===== config.mk =====
export PLATFORM = sky130hd
export DESIGN_NAME = infifo_thread_scheduler
export DESIGN_NICKNAME = d
export VERILOG_FILES = /design/src/rtl/infifo_pkg.sv /design/src/rtl/rr_free_pick.sv /design/src/rtl/infifo_thread_scheduler.sv
export SDC_FILE = /design/constraint.sdc
export NUM_CORES = 1
export LEC_CHECK = 0
export CORE_MARGIN = 5
export CORE_UTILIZATION = 25
export DETAILED_ROUTE_END_ITERATION = 7
export PLACE_DENSITY = 0.43
export SYNTH_ARGS = -nofsm -noshare
export SYNTH_HDL_FRONTEND = slang
export SYNTH_HIERARCHICAL = 1
export SYNTH_SLANG_ARGS = --single-unit
export TNS_END_PERCENT = 50

===== constraint.sdc =====
create_clock -name clk -period 2.5 [get_ports clk]
set_input_delay 0.25 -clock clk [delete_from_list [all_inputs] [get_ports clk]]
set_output_delay 0.25 -clock clk [all_outputs]
set_load 0.1 [all_outputs]

===== src/rtl/infifo_pkg.sv =====
// Shared definitions for the infifo thread scheduler and arbiter:
// thread-count defaults and the scheduler FSM state encoding.
package infifo_pkg;

  localparam int NUM_THREADS = 4;
  localparam int THREAD_BITS = 2;
  localparam int CNT_BITS    = 16;

  typedef enum logic [1:0] {
    IDLE    = 2'd0,
    XFER    = 2'd1,
    HANDOFF = 2'd2
  } state_t;

endpackage


===== src/rtl/rr_free_pick.sv =====
// Round-robin search of a free mask: returns the first set index after
// start, wrapping modulo NUM_THREADS; returns start when nothing is free.
module rr_free_pick #(
  parameter int NUM_THREADS = infifo_pkg::NUM_THREADS,
  parameter int THREAD_BITS = infifo_pkg::THREAD_BITS
) (
  input  logic [NUM_THREADS-1:0] free,
  input  logic [THREAD_BITS-1:0] start,
  output logic [THREAD_BITS-1:0] idx,
  output logic                   valid
);

  logic [THREAD_BITS-1:0] cand;

  // NOTE: every output of a combinational block gets a default first, so no path can infer a latch.
  always_comb begin
    idx   = start;
    valid = 1'b0;
    cand  = '0;
    for (int k = 1; k <= NUM_THREADS; k++) begin
      cand = THREAD_BITS'((int'(start) + k) % NUM_THREADS);
      if (!valid && free[cand]) begin
        idx   = cand;
        valid = 1'b1;
      end
    end
  end

endmodule


===== src/rtl/infifo_thread_scheduler.sv =====
// Chooses the thread FIFO for the next packet from the shared small FIFO,
// gates small-FIFO reads for the packet and pulses enable_cpu after its last word.
module infifo_thread_scheduler
  import infifo_pkg::*;
#(
  parameter int NUM_THREADS = infifo_pkg::NUM_THREADS,
  parameter int THREAD_BITS = infifo_pkg::THREAD_BITS,
  parameter int CNT_BITS    = infifo_pkg::CNT_BITS
) (
  input  logic                   clk,
  input  logic                   reset,
  input  logic                   pkt_avail,
  input  logic                   word_valid,
  input  logic                   firstword_in,
  input  logic                   lastword_in,
  input  logic [NUM_THREADS-1:0] fifo_busy,
  output logic [THREAD_BITS-1:0] thread_sel,
  output logic [THREAD_BITS-1:0] thread_sel_next,
  output logic                   sched_valid,
  output logic                   smallfifo_rd_en,
  output logic                   enable_cpu,
  output logic [CNT_BITS-1:0]    pkt_count,
  output logic                   proto_err
);

  state_t                 state;
  logic [THREAD_BITS-1:0] last_grant;
  logic [THREAD_BITS-1:0] pick;
  logic                   pick_valid;
  logic [NUM_THREADS-1:0] reserved;
  logic [NUM_THREADS-1:0] free;
  logic                   first_seen;

  // A handed-off thread stays reserved until the arbiter reports it busy.
  assign free = ~fifo_busy & ~reserved;

  rr_free_pick #(
    .NUM_THREADS(NUM_THREADS),
    .THREAD_BITS(THREAD_BITS)
  ) u_pick (
    .free (free),
    .start(last_grant),
    .idx  (pick),
    .valid(pick_valid)
  );

  assign thread_sel_next = pick;
  assign sched_valid     = pick_valid;

  // NOTE: all state uses non-blocking assignments so every register samples pre-edge values.
  always_ff @(posedge clk) begin
    if (reset) begin
      state           <= IDLE;
      thread_sel      <= '0;
      last_grant      <= THREAD_BITS'(NUM_THREADS - 1);
      smallfifo_rd_en <= 1'b0;
      enable_cpu      <= 1'b0;
      pkt_count       <= '0;
      proto_err       <= 1'b0;
      reserved        <= '0;
      first_seen      <= 1'b0;
    end else begin
      reserved <= reserved & ~fifo_busy;
      case (state)
        IDLE: begin
          if (word_valid) proto_err <= 1'b1;
          if (pkt_avail && pick_valid) begin
            thread_sel      <= pick;
            last_grant      <= pick;
            first_seen      <= 1'b0;
            smallfifo_rd_en <= 1'b1;
            state           <= XFER;
          end
        end
        XFER: begin
          if (word_valid) begin
            first_seen <= 1'b1;
            // The first word must carry firstword_in and no later word may.
            if (first_seen == firstword_in) proto_err <= 1'b1;
            if (lastword_in) begin
              smallfifo_rd_en <= 1'b0;
              enable_cpu      <= 1'b1;
              state           <= HANDOFF;
            end
          end
        end
        HANDOFF: begin
          if (word_valid) proto_err <= 1'b1;
          enable_cpu           <= 1'b0;
          // Issued after the busy-clear above, so setting wins over a same-cycle busy.
          reserved[thread_sel] <= 1'b1;
          pkt_count            <= pkt_count + CNT_BITS'(1);
          state                <= IDLE;
        end
        default: state <= IDLE;
      endcase
    end
  end

endmodule


=== Word level (Yosys, flattened, before mapping) ===
Index checks and enable logic that the tools add are counted.

* Memories kept: 0
* Bits of input ports: 10
* Bits in read-only memories: 0
* RAM bits: 0
* Bits in registers: 30
* Output and inout bits: 24
* Latch bits: 0

* Multipliers: 0
* Eq/ne operators: 8
* Div/mod/pow operators: 0
* Add/sub/neg operators: 5
* Multiplexer cells: 36
* Shifts and indexed selects: 0
* $lt $le $gt $ge: 6
* Bitwise operators: 5
* Reduce and logical (&&, ||, !) cells: 19

{| class="wikitable"
|+ Operator list
! kind !! count
|-
| $mux W1 || 18
|-
| $add A16 B1 Y16 const B || 1
|-
| $lt A2 B3 Y1 const B || 5
|-
| $mux W2 || 7
|-
| $reduce_and A3 Y1 || 3
|-
| $and A4 B4 Y4 || 2
|-
| $bmux W1 S2 || 4
|-
| $ne A2 B2 Y1 const B || 4
|-
| $not A4 Y4 || 2
|-
| $pmux W1 S2 || 4
|-
| $reduce_and A4 Y1 || 2
|-
| $reduce_bool A2 Y1 || 3
|-
| $logic_and A1 B1 Y1 || 5
|-
| $add A2 B1 Y2 const B || 2
|-
| $add A2 B2 Y2 const B || 2
|-
| $mux W4 || 1
|-
| $or A4 B4 Y4 || 1
|-
| $pmux W2 S2 || 1
|-
| $logic_not A1 Y1 || 3
|-
| $demux W1 S2 || 1
|-
| $eq A2 B1 Y1 const B || 1
|-
| $eq A2 B2 Y1 const B || 1
|-
| $ge A2 B1 Y1 const B || 1
|-
| $logic_not A2 Y1 || 1
|-
| 4 further kinds || 4
|}

=== Depth between registers and ports, before layout ===
Gate-level depths: netlist of run 1.

* Word-level depth: 17
* Mapped depth: 6
* Mapped depth without buffers: 6

=== By module ===
Netlist of run 1, hierarchy kept.

{| class="wikitable"
|+ By module, submodules not included
! module !! area each (um2) !! cells an instance !! seq. area each (um2) !! times used
|-
| infifo_thread_scheduler || 1251.2 || 145 || 600.6 || 1
|-
| rr_free_pick || 82.6 || 14 || 0.0 || 1
|}

=== Worst setup path after synthesis of run 1 ===
Ideal clock, no wire load.

* Kind: reg2reg
* From: reg reserved[3]
* To: reg thread_sel[1]
* Stages on the path, launching flop included: 6
* Buffers on the path: 0
* Clock period less this slack: 2.511 ns
* Setup time: 0.070 ns
* Arrival: 2.441 ns
* Slack: -0.011 ns
* Path through: dfxtp_1 -> nor2_1 -> a31oi_1 -> a21oi_1 -> nand2_1 -> a21oi_1

{| class="wikitable"
|+ RTL lines
! what !! line !! RTL
|-
| start: declaration || infifo_thread_scheduler.sv:30 || <nowiki>logic [NUM_THREADS-1:0] reserved;</nowiki>
|-
| start signal: assignment || infifo_thread_scheduler.sv:63 || <nowiki>reserved <= reserved & ~fifo_busy;</nowiki>
|-
| $not A4 Y4 (*) || infifo_thread_scheduler.sv:35 || <nowiki>assign free = ~fifo_busy & ~reserved;</nowiki>
|-
| $and A4 B4 Y4 (*) || infifo_thread_scheduler.sv:35 ||
|-
| net free[3] || infifo_thread_scheduler.sv:31 || <nowiki>logic [NUM_THREADS-1:0] free;</nowiki>
|-
| $bmux W1 S2 || rr_free_pick.sv:22 || <nowiki>if (!valid && free[cand]) begin</nowiki>
|-
| $mux W1 (implied by the code) || rr_free_pick.sv:22 ||
|-
| $mux W1 || rr_free_pick.sv:22 ||
|-
| $logic_not A1 Y1 || rr_free_pick.sv:22 ||
|-
| $logic_and A1 B1 Y1 || rr_free_pick.sv:22 ||
|-
| $mux W1 || rr_free_pick.sv:22 ||
|-
| $logic_not A1 Y1 || rr_free_pick.sv:22 ||
|-
| $logic_and A1 B1 Y1 || rr_free_pick.sv:22 ||
|-
| $mux W1 || rr_free_pick.sv:22 ||
|-
| $logic_not A1 Y1 || rr_free_pick.sv:22 ||
|-
| $logic_and A1 B1 Y1 || rr_free_pick.sv:22 ||
|-
| $mux W2 (*) || rr_free_pick.sv:22 ||
|-
| net thread_sel_next[1] || infifo_thread_scheduler.sv:18 || <nowiki>output logic [THREAD_BITS-1:0] thread_sel_next,</nowiki>
|-
| end signal: assignment || infifo_thread_scheduler.sv:68 || <nowiki>thread_sel <= pick;</nowiki>
|-
| end: declaration || infifo_thread_scheduler.sv:17 || <nowiki>output logic [THREAD_BITS-1:0] thread_sel,</nowiki>
|}

Mark *: on every way through the listed nets, which the timed path passes. The rest lies on a longest branch. The select of a mux whose other input is x is not followed.
A chain may end at the register's enable or synchronous reset.

=== Worst setup path after layout of run 1 ===
* From: reg pkt_count[1]
* To: reg pkt_count[12]

* Cells in the longest elaborated chain, start to end: 1

{| class="wikitable"
|+ Ends and longest elaborated chain
! what !! line !! RTL
|-
| start: declaration || infifo_thread_scheduler.sv:22 || <nowiki>output logic [CNT_BITS-1:0] pkt_count,</nowiki>
|-
| start signal: assignment || infifo_thread_scheduler.sv:92 || <nowiki>pkt_count <= pkt_count + CNT_BITS'(1);</nowiki>
|-
| $add A16 B1 Y16 || infifo_thread_scheduler.sv:92 ||
|}

No other way between the ends.

==> flow_metrics.env, run 1 <==
export IMPL_outcome="finished, final reports clean"
export IMPL_post_drt_via_cell_ratio=4.58
export IMPL_power_total_mw=1.08
export IMPL_synth_top_cell_area_share_pct=45.0
export IMPL_place_gp_congestion=0.705
export IMPL_synth_largest_area_cell="dfxtp_1"
export IMPL_setup_viol=0
export IMPL_hp_class="flop to flop"
export IMPL_crit_type="flop to flop"
export IMPL_clkTransAtPathRegs_ns=0.06
export IMPL_clock_root_buffer="clkbuf_8"
export IMPL_arrival_ns=2.13
export IMPL_insertion_delay_ns=0.27
export IMPL_io_pins=34
export IMPL_fin_setup_tns_ns=0
export IMPL_cts_setup_buffers=0
export IMPL_grt_max_degree=21
export IMPL_synth_common_cells="dfxtp_1 (30), nor2_1 (25), a21oi_1 (19), nand2_1 (18), xor2_1 (7)"
export IMPL_die_area_mm2=0.00690
export IMPL_dpl_hpwl_mm=2.49
export IMPL_synthesis_nets=170
export IMPL_hold_viol_final=0
export IMPL_fin_nets=208
export IMPL_grt_pass1_wl_mm=5.22
export IMPL_synth_edff_count=0
export IMPL_vias=1223
export IMPL_antenna_left=0
export IMPL_hold_worst_slack_ns=0.457
export IMPL_port_buffers=33
export IMPL_die_h_um=83.0
export IMPL_worst_pin_slew_ns=0.521
export IMPL_end_kind="flop"
export IMPL_holdPathStages=2
export IMPL_cts_htree_levels=2
export IMPL_routed_wl_mm=3.31
export IMPL_postCtsHoldBufs=0
export IMPL_final_area_mm2=0.00181
export IMPL_clock_skew_ns=0.00521
export IMPL_synth_most_common_cell="dfxtp_1"
export IMPL_cts_resized=0
export IMPL_drive_gt1_share_pct=19.8
export IMPL_synth_avg_cell_area_um2=8.39
export IMPL_p_per_area_mw_per_mm2=595
export IMPL_syn2layout_area_growth_pct=35.4
export IMPL_cts_buffer_depth=2
export IMPL_first_pass_iters=4
export IMPL_timing_fmax_ghz=0.519
export IMPL_synthArstFlopShare_pct=0
export IMPL_cts_tree="done"
export IMPL_drc_errors=0
export IMPL_place_inst=260
export IMPL_cts_sinks=30
export IMPL_placed_cell_area_mm2=0.00173
export IMPL_irDropWorstVdd_mv=0.321
export IMPL_netlist_area_mm2=0.00133
export IMPL_grt_pass1_vias=1157
export IMPL_overflow=0
export IMPL_stdcell_count=267
export IMPL_core_area_mm2=0.00514
export IMPL_cts_made_buffers=5
export IMPL_diodes=0
export IMPL_yosys_most_used_dff="dfxtp_1"
export IMPL_maxSlewViolCount=0
export IMPL_crit_required_ns=2.70
export IMPL_synth_seq_cells=30
export IMPL_power_leakage_nw=0.748
export IMPL_fin_crit_sh_pct=77.0
export IMPL_reg2reg_depth=5
export IMPL_track_usage_pct=9.27
export IMPL_yosys_warnings=6
export IMPL_netlist_top_cells_area="dfxtp_1 (45%), a21oi_1 (7.1%), nor2_1 (7.0%)"
export IMPL_die_w_um=83.0
export IMPL_critPathMaxFanout=6
export IMPL_routedWlPerCell_um=12.4
export IMPL_fin_crit_ns=1.93
export IMPL_yosysSeqAreaShare_pct=45.0
export IMPL_rsz0062_at_grt="false"
export IMPL_syn_instance_count=159
export IMPL_synth_cell_type_count=36
export IMPL_max_slew_margin_rel_pct=65.0
export IMPL_cp_start_kind="flop"
export IMPL_detail_route_iter0_violations=16
export IMPL_start_util_pct=25.9
export IMPL_drv_cap=0
export IMPL_antenna_found_initial=0
export IMPL_rows=26
-- placed cells by master, fill, tap and decap left out, drive strengths merged, types with 2 or more instances in the layout --
cell type | synthesis | routed
dfxtp | 30 | 30
nor2 | 25 | 25
buf | 0 | 25
a21oi | 19 | 19
nand2 | 18 | 18
clkdlybuf4s50 | 0 | 9
xor2 | 7 | 7
clkbuf | 3 | 7
inv | 6 | 6
nand4 | 6 | 6
o21ai | 4 | 4
nor2b | 4 | 4
or3 | 4 | 4
nor3 | 3 | 3
nand3 | 3 | 3
xnor2 | 3 | 3
nand2b | 3 | 3
or4 | 3 | 3
and3 | 2 | 2
-- routing by layer --
metal	vias to the layer above	part of all wire, %	routed length [um]	track usage (%)
met1	568	45	1500	10.9
met2	27	49	1620	15.5
met4	0	0.91	30	3.12
met5	-	0	0	0
met3	5	4.7	155	3.37
li1	623	-	-	-
-- metrics by stage --
step | util, % | setup WS, ns
after floorplan | - | 0.00293
after global placement | 33.6 | 0.565
after detailed placement | 33.6 | 0.508
after CTS | 35.1 | 0.560
after global routing | 35.1 | 0.443
final | 35.1 | 0.574
-- final timing paths --
kind	slack, ns	to	from
setup / recovery	0.57	pkt_count[12]$_SDFFE_PP0N_	pkt_count[1]$_SDFFE_PP0N_
hold / removal	0.46	enable_cpu$_SDFFE_PP0P_	enable_cpu$_SDFFE_PP0P_
setup reg to reg	0.57	pkt_count[12]$_SDFFE_PP0N_	pkt_count[1]$_SDFFE_PP0N_
hold reg to reg	0.46	enable_cpu$_SDFFE_PP0P_	enable_cpu$_SDFFE_PP0P_
-- critical path, stage by stage, from the launching register on --
cell	delay, ns
dfxtp_1	0.44
ha_1	0.28
inv_1	0.08
or4_4	0.56
or3_1	0.36
a21oi_1	0.14
-- flip-flops by register name, indices dropped and copies added, names as in the netlist --
name and count:
pkt_count 16, first_seen 1, reserved 4, last_grant 2
proto_err 1, smallfifo_rd_en 1, thread_sel 2, state 2
enable_cpu 1
-- cell type report --
class	count	area [um2]
clock buffers	7	76.3
fillers	558	3330
inverters	6	22.5
multi-input cells	120	703
flip-flops and latches	30	601
well taps	70	87.6
repair buffers	34	315
-- power breakdown --
group	internal, mW	switching [mW]
Combinational	0.0681	0.140
Clock	0.191	0.167
Sequential	0.492	0.0170
-- logic make-up after synthesis --
logic type	after synthesis	synth area share (%)
flops	30	45.0
xor+xnor	10	6.57
mux	2	1.59
simple gates	77	30.6
buf+inv	9	2.53
compound gates	30	12.8
fa+ha+maj	1	0.938
Note: power is estimated with default switching activity, not from simulation.
==> run 2: changes to the inputs <==
PLACE_DENSITY = 0.45   (was 0.43)
clock period = 1.7 ns   (was 2.5 ns; I/O delays follow)
==> run 2 against run 1 <==
Compared with the run above: design area rose by 17%; sequential cell count did not move; wire length rose by 2.8%; hold slack got worse by 0.10 ns; core utilization rose by 6.0 points; count of clock-buffer cells in the layout rose by 1; critical endpoint unchanged; largest cell class unchanged; highest routed layer unchanged.
==> flow_metrics.env, run 2 (synthesis results as in run 1) <==
export IMPL_place_inst=269
export IMPL_busiest_layer="met2"
export IMPL_post_drt_via_cell_ratio=4.53
export IMPL_arrival_ns=1.84
export IMPL_critPathMaxFanout=5
export IMPL_crit_type="flop to flop"
export IMPL_vias=1268
export IMPL_reg2reg_slack_ns=0.06
export IMPL_fin_nets=220
export IMPL_min_to="reserved[3]$_SDFF_PP0_"
export IMPL_outcome="finished, final reports clean"
export IMPL_diodes=0
export IMPL_place_gp_congestion=0.741
export IMPL_placed_cell_area_mm2=0.00199
export IMPL_use_met2_pct=16.4
export IMPL_dpl_hpwl_mm=2.62
export IMPL_port_buffers=33
export IMPL_antenna_left=0
export IMPL_p_per_area_mw_per_mm2=761
export IMPL_cts_htree_levels=2
export IMPL_final_area_mm2=0.00211
export IMPL_antenna_found_initial=0
export IMPL_cts_made_buffers=5
export IMPL_crit_required_ns=1.90
export IMPL_drv_cap=0
export IMPL_worstHoldStart="fifo_busy[3]"
export IMPL_worst_pin_slew_ns=0.353
export IMPL_cts_sinks=30
export IMPL_timing_fmax_ghz=0.610
export IMPL_stdcell_count=280
export IMPL_routedWlPerCell_um=12.1
export IMPL_fin_crit_sh_pct=96.4
export IMPL_holdPathStages=4
export IMPL_p_clk_share_pct=33.5
export IMPL_rows=26
export IMPL_r2r_end="pkt_count[12]$_SDFFE_PP0N_"
export IMPL_grt_pass1_wl_mm=5.70
export IMPL_irDropWorstVdd_mv=0.405
export IMPL_drc_errors=0
export IMPL_die_area_mm2=0.00690
export IMPL_cts_buffer_depth=2
export IMPL_hold_viol_final=0
export IMPL_p_seq_share_pct=45.6
export IMPL_maxSlewViolCount=0
export IMPL_grt_use_met1_pct=11.5
export IMPL_detail_route_iter0_violations=35
export IMPL_fin_crit_ns=1.64
export IMPL_overflow=0
export IMPL_max_slew_margin_rel_pct=76.3
export IMPL_reg2reg_from="pkt_count[0]$_SDFFE_PP0N_"
export IMPL_routed_wl_mm=3.40
export IMPL_n_fill_cell=553
export IMPL_rsz0062_at_grt="true"
export IMPL_switching_share_pct=30.4
export IMPL_clock_skew_ns=0.00984
export IMPL_first_pass_iters=4
export IMPL_layout_commonest_cell="buf_4"
export IMPL_start_util_pct=25.9
export IMPL_end_kind="flop"
export IMPL_setup_viol=0
export IMPL_clock_root_buffer="clkbuf_8"
export IMPL_largest_register="pkt_count"
export IMPL_die_h_um=83.0
export IMPL_cp_start_kind="flop"
export IMPL_core_area_mm2=0.00514
export IMPL_grt_pass1_vias=1252
export IMPL_die_w_um=83.0
export IMPL_power_leakage_nw=0.854
export IMPL_power_switching_uw=489
export IMPL_largest_register_ff_count=16
export IMPL_io_pins=34
export IMPL_use_met3_pct=4.06
export IMPL_drive_gt1_share_pct=36.7
export IMPL_grt_max_degree=17
export IMPL_hp_class="primary input to flop"
export IMPL_top_regs="pkt_count x16, reserved x4"
export IMPL_power_frac_comb_pct=20.9
export IMPL_cts_tree="done"
export IMPL_clkTransAtPathRegs_ns=0.06
export IMPL_reg2reg_depth=5
export IMPL_syn2layout_area_growth_pct=58.4
export IMPL_final_cell_mix="buf_4 (24), nor2_1 (22), nand2_1 (18)"
export IMPL_track_usage_pct=9.96
export IMPL_insertion_delay_ns=0.28
export IMPL_intPower_mw=1.12
export IMPL_postCtsHoldBufs=0
-- run 2: changes by cell type in the layout (fill, tap and decap cells not counted), moves of 2 or more --
cell             previous run  this run
dfxtp_4                     0        10
buf_4                      22        24
nor2_1                     25        22
a21oi_1                    18        16
clkdlybuf4s50_1             9         7
dlygate4sd2_1               0         2
nor2_2                      0         3
buf_12                      3        13
dfxtp_1                    30        12
dfxtp_2                     0         8
-- run 2: what timing repair did --
| item | in CTS | in global routing |
|---|---|---|
| resized for setup | 6 | 5 |
| setup buffers | 0 | 4 |
| setup endpoints to repair | 2 | 3 |
| pin swaps | 0 | 2 |
-- run 2: power groups by stage --
stage	registers (mW)	logic, mW	clock network (mW)
after floorplan	0.812	0.145	0
after global placement	0.748	0.334	0
after detailed placement	0.747	0.337	0
after CTS	0.733	0.336	0.571
after global routing	0.736	0.356	0.601
final	0.733	0.336	0.539
-- run 2: through the flow --
step / setup TNS, ns / hold slack (ns) / setup WS (ns) / util [%] / total power, mW
after global placement: -0.396 / 0.448 / -0.0821 / 38.7 / 1.08
after global routing: -0.00389 / 0.354 / -0.00313 / 41.1 / 1.69
after detailed placement: -0.619 / 0.451 / -0.154 / 38.7 / 1.08
after floorplan: -0.335 / 0.311 / -0.142 / - / 0.958
after CTS: 0 / 0.348 / 0.0335 / 40.2 / 1.64
final: 0 / 0.356 / 0.0606 / 41.1 / 1.61
-- run 2: routing by layer --
layer / part of all wire (%) / up-vias
met5: 0 / -
met4: 1.4 / 0
met3: 5.6 / 8
met2: 46 / 30
met1: 47 / 576
li1: - / 654
-- run 2: critical path, stage by stage (launching register included) --
cell and delay (ns):
dfxtp_4 0.37, ha_4 0.16, inv_1 0.05, or4_4 0.54
or3_4 0.34, a21oi_2 0.12
-- run 2: worst max path at each step --
stage                               from                         end  cells after the start
6_report       pkt_count[0]$_SDFFE_PP0N_  pkt_count[12]$_SDFFE_PP0N_                      5
5_1_grt        pkt_count[1]$_SDFFE_PP0N_  pkt_count[12]$_SDFFE_PP0N_                      5
4_1_cts            state[1]$_SDFFE_PP0P_  pkt_count[12]$_SDFFE_PP0N_                      4
3_5_place_dp                fifo_busy[3]  thread_sel[0]$_SDFFE_PP0P_                      6
3_3_place_gp                fifo_busy[3]  thread_sel[0]$_SDFFE_PP0P_                      6
2_1_floorplan     reserved[3]$_SDFF_PP0_  thread_sel[0]$_SDFFE_PP0P_                      6
-- run 2: final cells by class --
class / instances / area [um2] / share of cell area, %
well taps: 70 / 87.6 / 4.14
clock buffers: 8 / 80.1 / 3.79
flip-flops and latches: 30 / 648 / 30.7
repair buffers: 46 / 528 / 25.0
inverters: 6 / 22.5 / 1.07
multi-input cells: 120 / 747 / 35.3
==> run 3: changes to the inputs <==
CORE_MARGIN = default   (was 5)
==> run 3 against run 2 <==
Compared with the run above: core utilization rose by 0.53 points; wire length fell by 8.9%; global-route usage up 2.5 points.
==> flow_metrics.env, run 3 (synthesis results as in run 1) <==
export IMPL_final_cell_mix="buf_4 (23), nor2_1 (22), nand2_1 (18)"
export IMPL_cts_htree_levels=2
export IMPL_worst_pin_slew_ns=0.340
export IMPL_timing_fmax_ghz=0.607
export IMPL_maxSlewViolCount=0
export IMPL_placed_cell_area_mm2=0.00197
export IMPL_post_drt_via_cell_ratio=4.50
export IMPL_core_area_mm2=0.00511
export IMPL_insertion_delay_ns=0.27
export IMPL_crit_slowest_cell="a221o_1"
export IMPL_hold_viol_final=0
export IMPL_max_slew_margin_rel_pct=77.2
export IMPL_grt_pass1_wl_mm=5.24
export IMPL_syn2layout_area_growth_pct=59.5
export IMPL_clkTransAtPathRegs_ns=0.06
export IMPL_port_buffers=33
export IMPL_setup_viol=0
export IMPL_grt_max_degree=29
export IMPL_drive_gt1_share_pct=36.7
export IMPL_track_usage_pct=12.4
export IMPL_dpl_hpwl_mm=2.30
export IMPL_start_util_pct=26.1
export IMPL_cts_buffer_depth=2
export IMPL_die_w_um=75.0
export IMPL_path_cells="nor2_2 -> buf_6 -> inv_1 -> o22ai_1 -> a221o_1 -> buf_12"
export IMPL_crit_required_ns=1.53
export IMPL_cp_start_kind="flop"
export IMPL_detail_route_iter0_violations=47
export IMPL_power_leakage_nw=0.860
export IMPL_first_pass_iters=4
export IMPL_outcome="finished, final reports clean"
export IMPL_place_gp_congestion=0.725
export IMPL_clock_root_buffer="clkbuf_8"
export IMPL_busiest_layer="met2"
export IMPL_reg2reg_from="pkt_count[1]$_SDFFE_PP0N_"
export IMPL_reg2reg_slack_ns=0.07
export IMPL_multi_input_area_um2=747
export IMPL_crit_start="reserved[3]$_SDFF_PP0_"
export IMPL_cts_made_buffers=5
export IMPL_end_kind="output port"
export IMPL_fin_setup_tns_ns=0
export IMPL_diodes=0
export IMPL_drc_errors=0
export IMPL_antenna_left=0
export IMPL_power_total_mw=1.64
export IMPL_cts_tree="done"
export IMPL_crit_path_end="thread_sel_next[0]"
export IMPL_largest_register_ff_count=16
export IMPL_n_fill_cell=526
export IMPL_fin_crit_sh_pct=96.9
export IMPL_place_inst=267
export IMPL_routedWlPerCell_um=11.1
export IMPL_reg2reg_depth=5
export IMPL_fin_nets=220
export IMPL_arrival_ns=1.48
export IMPL_fin_crit_ns=1.65
export IMPL_irDropWorstVdd_mv=0.728
export IMPL_vias=1261
export IMPL_hold_worst_slack_ns=0.358
export IMPL_die_area_mm2=0.00563
export IMPL_rsz0062_at_grt="true"
export IMPL_io_pins=34
export IMPL_largest_register="pkt_count"
export IMPL_use_met3_pct=4.02
export IMPL_routed_wl_mm=3.10
export IMPL_final_area_mm2=0.00213
export IMPL_crit_type="flop to output port"
export IMPL_critPathMaxStageDelay_ns=0.39
export IMPL_antenna_found_initial=0
export IMPL_use_met2_pct=20.5
export IMPL_grt_pass1_vias=1200
export IMPL_r2r_end="pkt_count[12]$_SDFFE_PP0N_"
export IMPL_top_regs="pkt_count x16, reserved x4"
export IMPL_seq_area_um2=647
export IMPL_rows=26
export IMPL_stdcell_count=280
export IMPL_die_h_um=75.0
export IMPL_clock_skew_ns=0.00591
export IMPL_cts_sinks=30
export IMPL_postCtsHoldBufs=0
export IMPL_grt_use_met1_pct=15.2
export IMPL_overflow=0
export IMPL_drv_cap=0
export IMPL_p_per_area_mw_per_mm2=773
export IMPL_layout_commonest_cell="buf_4"
export IMPL_critPathMaxFanout=4
export IMPL_hp_class="primary input to flop"
[run 3: changes by cell type in the layout (fill, tap and decap cells not counted), sizes merged]
cell	delta
clkdlybuf4s50	+1
dlygate4sd2	-1
[run 3: worst max-delay path: cells and delay by family, from the launching register on]
kind | cells | cell delay [ns]
flops | 1 | 0.34
buf+inv | 3 | 0.36
compound gates | 2 | 0.47
simple gates | 1 | 0.04
[run 3: final cells by class]
cell class | count | share of cell area [%]
Clock buffer | 8 | 4.24
Inverter | 6 | 1.06
Multi-Input combinational cell | 120 | 35.1
Sequential cell | 30 | 30.4
Tap cell | 70 | 4.12
Timing Repair Buffer | 46 | 25.1
[run 3: per-layer routing]
metal  vias up  wire length, um
met5         -                0
met4         0               17
met3         2              156
met2        34             1460
met1       573             1470
li1        652                -
[run 3: stage by stage]
| step | util (%) | setup slack, ns |
|---|---|---|
| floorplan | - | -0.142 |
| global placement | 38.7 | -0.0442 |
| detailed placement | 38.7 | -0.0697 |
| CTS | 40.2 | 0.0000419 |
| global route | 41.6 | -0.0156 |
| finish | 41.6 | 0.0524 |
[run 3: timing repair]
item	in CTS	in global routing
endpoints found under the setup margin	2	4
buffers inserted	0	6
pin swaps	0	3
hold endpoints to repair	0	0
gates resized for setup	1	9
[run 3: worst min-delay path by stage]
stage,from,end,cells past startpoint
after floorplan,word_valid,proto_err$_SDFFE_PP0P_,2
after global placement,enable_cpu$_SDFFE_PP0P_,enable_cpu$_SDFFE_PP0P_,2
after detailed placement,enable_cpu$_SDFFE_PP0P_,enable_cpu$_SDFFE_PP0P_,2
after CTS,fifo_busy[3],reserved[3]$_SDFF_PP0_,4
after global routing,fifo_busy[3],reserved[3]$_SDFF_PP0_,4
final,fifo_busy[3],reserved[3]$_SDFF_PP0_,4
[run 3: where the power goes]
part           internal [mW]  total (mW)  switching, mW
sequential             0.708       0.731         0.0231
combinational          0.122       0.337          0.214
clock                  0.330       0.576          0.246
total                   1.16        1.64          0.484
